### config.mk
export PLATFORM = sky130hd
export DESIGN_NAME = reg_buffer_ctrl
export DESIGN_NICKNAME = d
export VERILOG_FILES = /design/src/rtl/reg_buffer_ctrl.sv
export SDC_FILE = /design/constraint.sdc
export NUM_CORES = 1
export LEC_CHECK = 0
export ABC_AREA = 1
export BUFFER_PORTS_ARGS = -buffer_cell sky130_fd_sc_hd__buf_2
export CORE_AREA = 8 8 45 47
export CTS_CLUSTER_DIAMETER = 40
export DETAILED_ROUTE_END_ITERATION = 6
export DIE_AREA = 0 0 53 55
export PLACE_DENSITY = 0.75
export SLEW_MARGIN = 20
export SYNTH_ARGS = -nofsm -noshare
export SYNTH_HDL_FRONTEND = slang
export SYNTH_SLANG_ARGS = --single-unit
### constraint.sdc
create_clock -name clk -period 5.8 [get_ports clk]
set_clock_uncertainty 0.05 [all_clocks]
set_input_delay 1.45 -clock clk [delete_from_list [all_inputs] [get_ports clk]]
set_output_delay 1.45 -clock clk [all_outputs]
set_load 0.02 [all_outputs]
### src/rtl/reg_buffer_ctrl.sv
// Purpose : valid-bit tracker, occupancy counter and IDLE/RUN/FLUSH sequencer for a DELAY-stage register-buffer array.
// Latency : a beat accepted in cycle t presents m_valid in cycle t+DELAY when the output is not stalled.
// Backpr. : a stall at the output (m_valid & ~m_ready) freezes the whole array and drops s_ready; no beat is lost.
//
// Ports:
//   clk        - single clock, rising edge
//   rstn       - synchronous reset, active HIGH despite the name (1 = reset)
//   start      - one-cycle request to begin accepting beats (IDLE -> RUN)
//   flush      - one-cycle request to stop accepting and drain (RUN -> FLUSH)
//   s_valid    - upstream beat valid
//   s_ready    - upstream beat accepted this cycle (never depends on s_valid)
//   m_valid    - array output stage holds a valid beat
//   m_ready    - downstream accepts the output beat
//   buf_en     - shared shift enable for the array stages
//   occupancy  - number of valid beats currently in the array
//   busy       - state is not IDLE
//   flush_done - one-cycle pulse when a drain has emptied the array
module reg_buffer_ctrl #(
    parameter int DELAY = 4,   // stage count, >= 2
    parameter int CNT_W = 4    // occupancy width, 2**CNT_W > DELAY
) (
    input  logic             clk,
    input  logic             rstn,
    input  logic             start,
    input  logic             flush,
    input  logic             s_valid,
    output logic             s_ready,
    output logic             m_valid,
    input  logic             m_ready,
    output logic             buf_en,
    output logic [CNT_W-1:0] occupancy,
    output logic             busy,
    output logic             flush_done
);

    typedef enum logic [1:0] {
        IDLE  = 2'd0,
        RUN   = 2'd1,
        FLUSH = 2'd2
    } state_t;

    localparam logic [CNT_W-1:0] CNT_ONE = 1;

    state_t           state_q;
    state_t           state_d;
    logic [DELAY-1:0] v_q;
    logic [CNT_W-1:0] occ_q;

    logic             in_rst;
    logic             out_vld;
    logic             advance;
    logic             s_fire;
    logic             m_fire;
    logic             drained;

    // Outputs are forced quiet for the whole time reset is held, so nothing
    // downstream sees stale state in the reset cycle itself.
    assign in_rst  = rstn;
    assign out_vld = v_q[DELAY-1] & ~in_rst;

    // The array shifts as one unit: it may move whenever the output stage is
    // empty or being taken.
    assign advance = ~out_vld | m_ready;
    assign s_ready = advance & (state_q == RUN) & ~in_rst;
    assign s_fire  = s_valid & s_ready;
    assign m_fire  = out_vld & m_ready;

    // Only clock the datapath when something is actually in it or entering.
    assign buf_en  = advance & (s_fire | (|v_q)) & ~in_rst;

    assign drained    = (occ_q == '0);
    assign m_valid    = out_vld;
    assign occupancy  = in_rst ? '0 : occ_q;
    assign busy       = (state_q != IDLE) & ~in_rst;
    assign flush_done = (state_q == FLUSH) & drained & ~in_rst;

    // State register, valid vector and occupancy counter.
    always_ff @(posedge clk) begin
        if (rstn) begin
            state_q <= IDLE;
            v_q     <= '0;
            occ_q   <= '0;
        end else begin
            state_q <= state_d;
            if (advance) begin
                v_q <= {v_q[DELAY-2:0], s_fire};
            end
            // Simultaneous enter and leave cancel; counter tracks popcount(v).
            if (s_fire && !m_fire) begin
                occ_q <= occ_q + CNT_ONE;
            end else if (m_fire && !s_fire) begin
                occ_q <= occ_q - CNT_ONE;
            end
        end
    end

    // Next-state logic. Start wins over flush in IDLE simply because flush is
    // not looked at there; start is not looked at in RUN or FLUSH.
    always_comb begin
        state_d = state_q;
        case (state_q)
            IDLE: begin
                if (start) begin
                    state_d = RUN;
                end
            end
            RUN: begin
                if (flush) begin
                    state_d = FLUSH;
                end
            end
            FLUSH: begin
                if (drained) begin
                    state_d = IDLE;
                end
            end
            default: begin
                state_d = IDLE;
            end
        endcase
    end

endmodule

# [Word level (Yosys, flattened, before mapping)]
# Index checks and enable logic that the tools add are counted.
[totals] regBits=10 input_bits=6
[op_classes] addsub=2 eq_ne=5 mux=7 n_bitwise=14 reduce_logical=10
[ops] op="4-bit 2-to-1 mux" n=3
[ops] op="1-bit AND" n=10
[ops] op="2-bit 2-to-1 mux" n=3
[ops] op="2-bit inequality test (second input constant)" n=3
[ops] op="2-bit case mux with 3 select lines" n=1
[ops] op="4-bit by 1-bit adder with 4-bit output (second input constant)" n=1
[ops] op="4-bit zero test" n=1
[ops] op="2-bit nonzero test" n=2
[ops] op="4-bit OR reduction" n=1
[ops] op="4-bit by 1-bit subtractor with 4-bit output (second input constant)" n=1
[ops] op="3-bit AND reduction" n=1
[ops] op="2-bit by 1-bit == test with 1-bit output (second input constant)" n=1
[ops] op="2-bit == test (second input constant)" n=1
[ops] op="1-bit logical AND" n=2
[ops] op="1-bit zero test" n=2
[ops] op="2-bit zero test" n=1
[ops] op="1-bit inverter" n=2
[ops] op="1-bit OR" n=2

# [Longest topological paths before layout]
[logic_depth] depth_word=11 mapped_depth=17 depth_no_buf=17

# [Least setup slack after synthesis]
# OpenSTA, ideal clock, no wires.
[synth_timing] kind="input port to output port" from="input rstn" to="output buf_en" t_arrival_ps=2101 t_required_ps=4300 slack_ps=2199 stages=6 n_path_buf=0 cell_sequence="nor2_4 -> nand2_4 -> nand2_2 -> nor2_4 -> nand2_2 -> nand2_1"
[synth_between] elab_chain_cells=10
[synth_rtl] element="start: declaration" line="23" source="input logic rstn,"
[synth_rtl] element="1-bit inverter (*)" line="59, 64"
[synth_rtl] element="1-bit AND" line="59" source="assign out_vld = v_q[DELAY-1] & ~in_rst;"
[synth_rtl] element="1-bit inverter" line="63" source="assign advance = ~out_vld | m_ready;"
[synth_rtl] element="1-bit OR" line="63"
[synth_rtl] element="1-bit AND" line="64" source="assign s_ready = advance & (state_q == RUN) & ~in_rst;"
[synth_rtl] element="1-bit AND (*)" line="64"
[synth_rtl] element="named net s_ready" line="27" source="output logic s_ready,"
[synth_rtl] element="1-bit AND (*)" line="65" source="assign s_fire = s_valid & s_ready;"
[synth_rtl] element="1-bit OR (*)" line="69" source="assign buf_en = advance & (s_fire | (|v_q)) & ~in_rst;"
[synth_rtl] element="1-bit AND (*) (2 in series)" line="69"
[synth_rtl] element="end: declaration" line="30" source="output logic buf_en,"
# The timed path passes the listed nets; every way through them passes the cells marked *.

# [Final worst setup path]
[layout_timing] from="input rstn" to="output buf_en"
[layout_between] elab_chain_cells=10
[layout_rtl] element="1-bit inverter (*)" line="59, 64, 69"
[layout_rtl] element="1-bit AND" line="59"
[layout_rtl] element="1-bit inverter" line="63"
[layout_rtl] element="1-bit OR" line="63"
[layout_rtl] element="1-bit AND (2 in series)" line="64"
[layout_rtl] element="1-bit AND" line="65"
[layout_rtl] element="1-bit OR" line="69"
[layout_rtl] element="1-bit AND" line="69"
[layout_rtl] element="1-bit AND (*)" line="69"
# Mark *: on every way between the ends. The rest lies on a longest branch, timed or not.

==> results by group <==
Power and ir drop
  – VDD IR max: 102 µV
  – Share of power burned in registers: between 40% and 50%
  – Switching part of the total: between 20 and 30%
  – Leakage power: 0.387 nW
  – Clock group share of total power: a little under 40%
  – P per Cell Area: 229 mW/mm²
  – Gate power share: about 16%
  – Sw power: between 0.04 and 0.05 mW
  – P_int: 0.119 mW

Worst setup path
  – Worst EP arrival: approximately 2300 ps
  – Slowest cell on the critical path: buf_2
  – Crit-path cells: buf_2 > nor2_4 > nand2_4 > nand2_2 > nor2_4 > nand2_2 > nand2_1 > buf_2
  – Setup CP Type: input pin to output port
  – Worst path required time: roughly 4300 ps
  – Crit path max-delay family: simple AND/OR/NAND/NOR gates
  – Worst Path Max Fanout: 13
  – Startpoint types: input pin
  – Critical path endpoint category: output port
  – Buf/Inv on CP: 2
  – CP peak stage delay: 230 ps

Synth
  – Synth cell types: 23
  – Syn Inst Count: 84
  – Seq cells post-synth: 10
  – Synth Warn #: 0
  – Syn Nets: between 90 and 100
  – Post-Syn Area: between 500 and 600 µm²
  – Mean Syn Cell Area: just over 7 µm²
  – Register area share after synthesis: 33.5%

STA
  – Setup_tns: 0 ps
  – Slew HR: 83.7%
  – Slew Viols, Final: 0
  – Hold Vio Cnt, Final: 0
  – Slew @ Worst Pin: around 240 ps
  – Fmax: 262 MHz
  – Final Critical Period: between 3000 and 4000 ps
  – RSZ-0062 raised after global routing: false
  – # setup viols final: 0
  – Crit share post-route: 65.9%

GRT
  – First-pass GRT wire length: approximately 2100 µm
  – Maximum number of pins on one net before global-route repair: 14
  – Initial antenna violation count: 0
  – Vias in the first global route: just over 500
  – Global Route Usage Sum: under 10%
  – GRT overflow: 0

Floorplanning
  – I/O pins: 15
  – Die width: ~53 µm
  – Full die area: about 0.0029 mm²
  – Core Footprint: 0.00138 mm²
  – Num rows: 14
  – Die H: between 50 and 60 µm
  – Initial Util: a little over two fifths

Route
  – Final ANT Viol Nets: 0
  – Final wirelength: 1240 µm
  – Initial DRC count: 16
  – Wire per inst: between 10 and 15 µm
  – Via Count: 549
  – Pre-antenna DRT Iters: 4
  – DRC: 0
  – Vias per inst: between 4 and 5

Clock network
  – Post-CTS Setup Bufs: 0
  – CTS sink count: 10
  – CTS tree: done
  – Hold-fix buffers, CTS: 0
  – CTS max path bufs: 2
  – H-tree depth: 1
  – Inserted Clock Buffers: 3
  – Clock Latency Late Sink: around 270 ps
  – CTS resizes: 0
  – Reg clk slew, reported paths: roughly 70 ps
  – CTS root buffer: clkbuf_4

Final layout
  – Most frequent cells in the layout: 18 x inv_1, 14 x buf_2, 13 x nand2_1, 10 x dfxtp_1, 9 x nor2_1
  – Commonest non-fill, non-tap cell in the layout: inv_1
  – Antenna diode count: 0
  – Non-filler cells, final: 117
  – Area grow syn2layout: 20.3%
  – Nets@finish: roughly 110
  – Layout cell share with drive strength beyond 1: between 20% and 30%

Job
  – Max cap viols: 0

Placement
  – Placer Congestion: about 0.83
  – DP HPWL: ~1000 µm
  – Port-buffer cells: 14
  – Total instance count after detailed placement: around 110

Run status
  – Status: completed

Min path
  – Worst hold path class: flip-flop to flip-flop
-- cell families after synthesis --
| logic type | after synthesis | synth area share [%] |
|---|---|---|
| AOI/OAI and AO/OA | 12 | 11.7 |
| xor gates and xnor gates | 1 | 1.46 |
| adders and majority gates | 4 | 9.62 |
| buffers and inverters | 20 | 12.8 |
| DFF | 10 | 33.5 |
| and+or+nand+nor | 37 | 31.0 |
-- flip-flops by register name, summed over array words and instances (netlist names) --
name,cells
v_q,4
occ_q,4
state_q,2
-- layout make-up --
type | instances | area [µm²]
fillers | 153 | 664
multi-input cells | 54 | 322
flip-flops and latches | 10 | 200
inverters | 19 | 71.3
repair buffers | 14 | 70.1
clock buffers | 4 | 36.3
well taps | 16 | 20.0
-- cells in the mapped netlist --
cell / instances / area [µm²]
inv_1: 18 / 67.6
nand2_1: 13 / 48.8
dfxtp_1: 10 / 200
nor2_1: 9 / 33.8
a21oi_1: 5 / 25.0
nand3_1: 5 / 25.0
ha_1: 3 / 37.5
o21ai_0: 3 / 15.0
nand2_2: 2 / 12.5
nand4_1: 2 / 12.5
nor2_4: 2 / 22.5
a211oi_1: 1 / 7.51
buf_2: 1 / 5.00
fa_1: 1 / 20.0
inv_2: 1 / 3.75
nand2_4: 1 / 11.3
nor2_2: 1 / 6.26
o211ai_1: 1 / 7.51
o21ai_2: 1 / 8.76
o22ai_1: 1 / 6.26
or2_0: 1 / 6.26
or2_2: 1 / 6.26
xor2_1: 1 / 8.76
-- metal layers --
| metal | up-vias | GRT usage (%) | share of wire, % |
|---|---|---|---|
| li1 | 294 | - | - |
| met1 | 237 | 11.2 | 47 |
| met2 | 13 | 15.6 | 45 |
| met3 | 5 | 2.94 | 4.6 |
| met4 | 0 | 7.76 | 3.0 |
| met5 | - | 0 | 0 |
-- per-stage QoR --
| stage | util, % | power [mW] | cell area, µm² | hold WS [ps] | worst slack (ps) |
|---|---|---|---|---|---|
| 5_1_grt | 52.0 | 0.175 | 719 | 488 | 1900 |
| 3_5_place_dp | 49.4 | 0.102 | 683 | 442 | 1980 |
| 6_report | 52.0 | 0.165 | 719 | 451 | 1980 |
| 3_3_place_gp | 49.4 | 0.101 | 683 | 444 | 2020 |
| 4_1_cts | 52.0 | 0.166 | 719 | 456 | 1980 |
| 2_1_floorplan | - | 0.0943 | 598 | 413 | 2200 |
-- worst reg2reg max path, stage by stage (launching register included) --
cell     delay (ps)
dfxtp_1         310
inv_1            70
nor2_4          130
nand2_4          90
nand2_2          90
nor2_4           40
nand2_2          70
inv_1            50
ha_1            200
inv_1           130
ha_1            270
or2_2           290
nand3_1          90
nand3_1          70
nand2_1          60
inv_1            30
-- worst paths after layout --
check               from  endpoint  slack [ps]  cells after the start
hold reg to reg   v_q[0]    v_q[0]         450                      2
setup reg to reg  v_q[3]  occ_q[3]        3660                     15
hold / removal    v_q[0]    v_q[0]         450                      2
setup / recovery    rstn    buf_en        1980                      8
-- power by group through the flow --
stage                     logic [mW]  clock network [mW]  registers, mW
after CTS                     0.0272              0.0660         0.0731
final                         0.0269              0.0647         0.0731
after global routing          0.0312              0.0705         0.0735
after detailed placement      0.0271                   0         0.0748
after floorplan               0.0200                   0         0.0743
after global placement        0.0265                   0         0.0746
(Power assumes the default switching activity.)
